`config.mk`:
```
export PLATFORM = sky130hd
export DESIGN_NAME = pic_mailbox_arbiter
export DESIGN_NICKNAME = d
export VERILOG_FILES = /design/src/rtl/pic_mailbox_arbiter.sv
export SDC_FILE = /design/constraint.sdc
export NUM_CORES = 1
export LEC_CHECK = 0
export BUFFER_PORTS_ARGS = -buffer_cell sky130_fd_sc_hd__buf_4
export CAP_MARGIN = 40
export CORE_UTILIZATION = 58
export DETAILED_ROUTE_END_ITERATION = 6
export PLACE_DENSITY = 0.95
export SYNTH_ARGS = -nofsm -noshare
export SYNTH_HDL_FRONTEND = slang
export SYNTH_SLANG_ARGS = --single-unit
```
`constraint.sdc`:
```
create_clock -name theClock -period 3.1 [get_ports theClock]
set_input_delay 0.465 -clock theClock [delete_from_list [all_inputs] [get_ports theClock]]
set_output_delay 0.465 -clock theClock [all_outputs]
set_load 0.01 [all_outputs]
```
`src/rtl/pic_mailbox_arbiter.sv`:
```
// pic_mailbox_arbiter
// Shares the SPI slave's single PIC-readable byte between N_REQ game-side
// requesters. Requests are served round-robin, one 7-bit message at a time,
// each tagged with a toggling sequence bit in bit 7. A message is held in
// Data_ToPic until the PIC echoes that sequence bit back in Data_Status[7],
// or until TIMEOUT_CYC cycles pass without an ack.
//
// Requester handshake: req[i] is the requester's "valid"; it is held high,
// with req_data[7*i+:7] stable, until done[i] pulses for one cycle. done[i]
// is the "ready/complete" strobe: the requester drops req[i] on the edge
// where done[i] is sampled. A req[i] still high when the block is back in
// S_IDLE is treated as a new message. err pulses together with done only
// when the message was abandoned on timeout.

module pic_mailbox_arbiter #(
    parameter int N_REQ       = 4,
    parameter int TIMEOUT_CYC = 50_000_000,
    parameter int CNT_W       = 26
) (
    input  logic                 theClock,
    input  logic                 theReset_n,
    input  logic [N_REQ-1:0]     req,
    input  logic [7*N_REQ-1:0]   req_data,
    input  logic [7:0]           Data_Status,
    output logic [7:0]           Data_ToPic,
    output logic [N_REQ-1:0]     done,
    output logic                 err,
    output logic                 busy,
    output logic [7:0]           err_count
);

    localparam int IW = (N_REQ > 1) ? $clog2(N_REQ) : 1;

    typedef enum logic [2:0] {
        S_IDLE     = 3'd0,
        S_ARB      = 3'd1,
        S_POST     = 3'd2,
        S_WAIT_ACK = 3'd3,
        S_DONE     = 3'd4
    } state_t;

    state_t            state;
    state_t            state_nxt;

    logic [IW-1:0]     last;        // most recently granted requester
    logic [IW-1:0]     id;          // requester owning the posted message
    logic [IW-1:0]     grant_idx;
    logic [IW-1:0]     cand;
    logic              grant_found;
    logic              seq;         // sequence bit of the posted message
    logic [CNT_W-1:0]  timer;
    logic              timed_out;
    logic              ack_seen;
    logic              timer_exp;
    logic [6:0]        payload [N_REQ];

    // Only the ack bit of the status byte carries meaning here.
    logic              unused_status;
    assign unused_status = ^Data_Status[6:0];

    assign ack_seen  = (Data_Status[7] == seq);
    assign timer_exp = (timer == CNT_W'(TIMEOUT_CYC - 1));

    // Split the packed payload bus into one 7-bit entry per requester.
    for (genvar g = 0; g < N_REQ; g++) begin : g_payload
        assign payload[g] = req_data[7*g +: 7];
    end

    // Round-robin search starting just after the last grant; scanning from the
    // far end and overwriting leaves the nearest requesting candidate.
    always_comb begin
        grant_found = 1'b0;
        grant_idx   = '0;
        cand        = '0;
        for (int k = N_REQ; k >= 1; k--) begin
            cand = IW'((int'(last) + k) % N_REQ);
            if (req[cand]) begin
                grant_found = 1'b1;
                grant_idx   = cand;
            end
        end
    end

    // State register; reset anywhere aborts the message without a done pulse.
    always_ff @(posedge theClock or negedge theReset_n) begin
        if (!theReset_n) begin
            state <= S_IDLE;
        end else begin
            state <= state_nxt;
        end
    end

    // Next-state logic; an ack beats a timeout that expires in the same cycle.
    always_comb begin
        state_nxt = state;
        case (state)
            S_IDLE:     if (|req) state_nxt = S_ARB;
            S_ARB:      state_nxt = grant_found ? S_POST : S_IDLE;
            S_POST:     state_nxt = S_WAIT_ACK;
            S_WAIT_ACK: if (ack_seen || timer_exp) state_nxt = S_DONE;
            S_DONE:     state_nxt = S_IDLE;
            default:    state_nxt = S_IDLE;
        endcase
    end

    // Datapath registers: grant/latch in S_ARB, timer in S_POST/S_WAIT_ACK,
    // error accounting in S_DONE. Data_ToPic changes only on a grant.
    always_ff @(posedge theClock or negedge theReset_n) begin
        if (!theReset_n) begin
            Data_ToPic <= 8'h00;
            seq        <= 1'b0;
            last       <= IW'(N_REQ - 1);
            id         <= '0;
            timer      <= '0;
            timed_out  <= 1'b0;
            err_count  <= 8'h00;
        end else begin
            case (state)
                S_ARB: begin
                    if (grant_found) begin
                        last       <= grant_idx;
                        id         <= grant_idx;
                        seq        <= ~seq;
                        Data_ToPic <= {~seq, payload[grant_idx]};
                    end
                end
                S_POST: begin
                    timer     <= '0;
                    timed_out <= 1'b0;
                end
                S_WAIT_ACK: begin
                    if (ack_seen) begin
                        timed_out <= 1'b0;
                    end else if (timer_exp) begin
                        timed_out <= 1'b1;
                    end else begin
                        timer <= timer + 1'b1;
                    end
                end
                S_DONE: begin
                    if (timed_out && (err_count != 8'hFF)) begin
                        err_count <= err_count + 8'd1;
                    end
                end
                default: ;
            endcase
        end
    end

    // Outputs decoded from state: done/err exist only during S_DONE.
    always_comb begin
        done = '0;
        err  = 1'b0;
        busy = (state != S_IDLE);
        if (state == S_DONE) begin
            done[id] = 1'b1;
            err      = timed_out;
        end
    end

endmodule

```
==> metrics.md <==
| Metric | Value |
|---|---|
| Clk buf depth | 2 |
| Routability cong. | 0.801 |
| Fmax | 414 MHz |
| Met2 Use GR | 51.6% |
| Top cells by area, synth | dfrtp_1, mux2i_1, xor2_1 |
| Total CTS buffers | 5 |
| First-pass DRT Iterations | 7 |
| Final setup vio count | 0 |
| Share of layout cells above drive strength 1 | 23.1% |
| Area Overhead vs Synth | 20.4% |
| Diode count | 0 |
| Placed cell areas | 3180 sq um |
| Vias in the first global route | 2407 |
| Met1 Use GR | a little over a third |
| Nets | 380 |
| Ys async rst share | 100% |
| Post-CTS Setup Inserts | 0 |
| I/O pins | 64 |
| Post-CTS sizing | 0 |
| Critical path type | reg -> reg |
| # rows | 24 |
| Flops & latches, synth | 50 |
| Initial antenna violation count | 0 |
| Failing checks | DRC |
| Crit path launch type | register |
| Initial core utilization | slightly above 60% |
| Final hold violation count | 0 |
| Final worst path period need | approximately 2.4 ns |
| Leading area contributor after synthesis | dfrtp_1 |
| Slew HR | a little under half |
| Unrepaired setup endpoints after global routing | false |
| Synth Instances | ~280 |
| Crit end category | register |
| Post-DR vias/cell | between 6 and 7 |
| Library cells used by synthesis | 48 |
| Skew-Pair Late Insertion Delay | between 0.3 and 0.4 ns |
| Overflow after GRT | 0 |
| Setup Skew | between 0.008 and 0.009 ns |
| Leakage | 1.52 nW |
| Post-synthesis sequential area ratio | 45.9% |
| Root Buffer Master | clkbuf_8 |
| Synth cell count leaders | dfrtp_1, nand2_1, nor2_1, nand3_1, mux2i_1 |
| Data required, critical path | 3.28 ns |
| PwrDens | 644 nW/um^2 |
| DRC Markers | 12 |
| Setup tns final | 0 ns |
| Final ANT Viol Nets | 0 |
| Pins Over Slew Limit | 0 |
| Hold Path Class | in -> async |
| Max Cap Viol | 0 |
| Die width | 70.6 um |
| Core Box Area | 4440 sq um |
| First-pass GRT wire length | 11300 um |
| Global route hottest layer | met2 |
| CTS sink cnt | 50 |
| Most frequent cell after synthesis | dfrtp_1 |
| Avg WL per Cell | 17.9 um |
| CTS tree | built |
| Status | complete, but fails checks |
| Synthesis warning total | 0 |
| Post-Route WL | 6960 um |
| Most used DFF post-synth | dfrtp_1 |
| Slew of the pin with the lowest slew margin | 0.814 ns |
| Max VDD drop | 324 uV |
| Die footprint | 4990 sq um |
| Met3 Usage GRT | 5.27% |
| CP Max Fanout | 12 |
| H-tree Lvls | 2 |
| Clk pin slew, worst setup/hold paths | approximately 0.1 ns |
| GRT Util Overall | 29.0% |
| Dpl hpwl | 4520 um |
| Crit path arrival time | 2.59 ns |
| Tcrit/Tclk final | 77.8% |
| Hold-fix buffers, CTS | 0 |
| Die H | roughly 71 um |
| EDFF count, synth | 0 |
| Pwr Total | 0.00212 W |
| Buffers on Ports | 56 |
| Setup ws final | between 0.6 and 0.7 ns |
| Total number of vias | 2506 |
| Post-synthesis net count | 327 |
| Pin count of the biggest net entering global routing | 51 |
| Synthesized area per cell | 9.66 sq um |
| Finished Cell Area | 3290 sq um |
| Yosys top cell area share | 44.0% |
| Initial DRC count | approximately 300 |
| Place WS | about 0.75 ns |
| Mapped Area | 2730 sq um |
-- layout by cell type (no fill, tap or decap), types with 3 or more instances in the layout --
| cell type | Yosys | layout |
|---|---|---|
| and2_1 | 3 | 3 |
| dfrtp_1 | 48 | 48 |
| nand2_1 | 33 | 33 |
| nor4b_1 | 4 | 4 |
| or3_1 | 4 | 4 |
| and3_1 | 3 | 3 |
| nor3_1 | 3 | 3 |
| buf_4 | 3 | 57 |
| xnor2_1 | 7 | 7 |
| nand4_1 | 16 | 16 |
| nor2_1 | 27 | 27 |
| o221ai_1 | 7 | 7 |
| o21ai_1 | 3 | 3 |
| clkbuf_8 | 0 | 5 |
| o31ai_1 | 3 | 3 |
| nand3_1 | 21 | 21 |
| a21oi_1 | 8 | 8 |
| mux2i_1 | 17 | 17 |
| xor2_1 | 16 | 16 |
| nand2b_1 | 3 | 3 |
| nor3b_1 | 3 | 3 |
| inv_1 | 6 | 6 |
| nor4_1 | 3 | 3 |
| or4_1 | 3 | 3 |
-- final cells by class --
| cell class | count | area (sq um) |
|---|---|---|
| multi-input cells | 215 | 1400 |
| flip-flops and latches | 50 | 1250 |
| fillers | 281 | 1150 |
| repair buffers | 58 | 439 |
| clock buffers | 5 | 68.8 |
| well taps | 52 | 65.1 |
| clock inverters | 3 | 45.0 |
| inverters | 6 | 22.5 |
-- final timing paths --
| check | slack [ns] | startpoint | end | cells after the start |
|---|---|---|---|---|
| max | 0.69 | timer[0] | timer[9] | 6 |
| min | 0.15 | theReset_n | err_count[7] | 1 |
| max reg2reg | 0.69 | timer[0] | timer[9] | 6 |
| min reg2reg | 0.50 | Data_ToPic[0] | Data_ToPic[0] | 2 |
| max in group asynchronous | 2.52 | theReset_n | Data_ToPic[3] | 1 |
| min in group theClock | 0.46 | req_data[0] | Data_ToPic[0] | 3 |
-- per-stage QoR --
step                utilization, %  instances  hold slack, ns
global route                  74.0        389           0.202
global placement              71.2        380           0.470
floorplan                        -        283           0.169
CTS                           74.0        389           0.173
detailed placement            71.5        381           0.486
finish                        74.0        389           0.146
-- cells by family (layout without fill, tap and decap cells) --
kind of cell	after synthesis	after routing	share of synthesized area [%]
DFF	50	50	45.9
and+or+nand+nor	136	136	26.6
buffers and inverters	18	72	3.07
adders and majority gates	2	2	0.916
xor gates and xnor gates	23	23	7.37
muxes	18	18	6.64
AOI/OAI and AO/OA	36	36	9.52
-- sequential cells by signal, summed over array words and instances, names as in the netlist --
register,count
timer,26
Data_ToPic,8
err_count,8
state,3
id,2
last,2
timed_out,1
-- critical path: stages, from the launching register on --
cell and delay [ns]:
dfrtp_1 0.42, ha_1 0.25, nand3_1 0.12, or4_4 0.54, o21ai_1 0.67, or4_1 0.20
a21oi_1 0.06
-- report_power, final --
group          switching [W]  total [W]  internal (W)
registers           0.000118   0.000888      0.000771
logic               0.000441   0.000748      0.000307
clock network       0.000240   0.000480      0.000240
total               0.000799    0.00212       0.00132
-- layer usage --
layer / share of wire, % / vias up
met1: 38 / 1237
met2: 53 / 115
met3: 6.2 / 23
met5: 0 / -
met4: 2.8 / 0
li1: - / 1131
(Power assumes the default switching activity.)
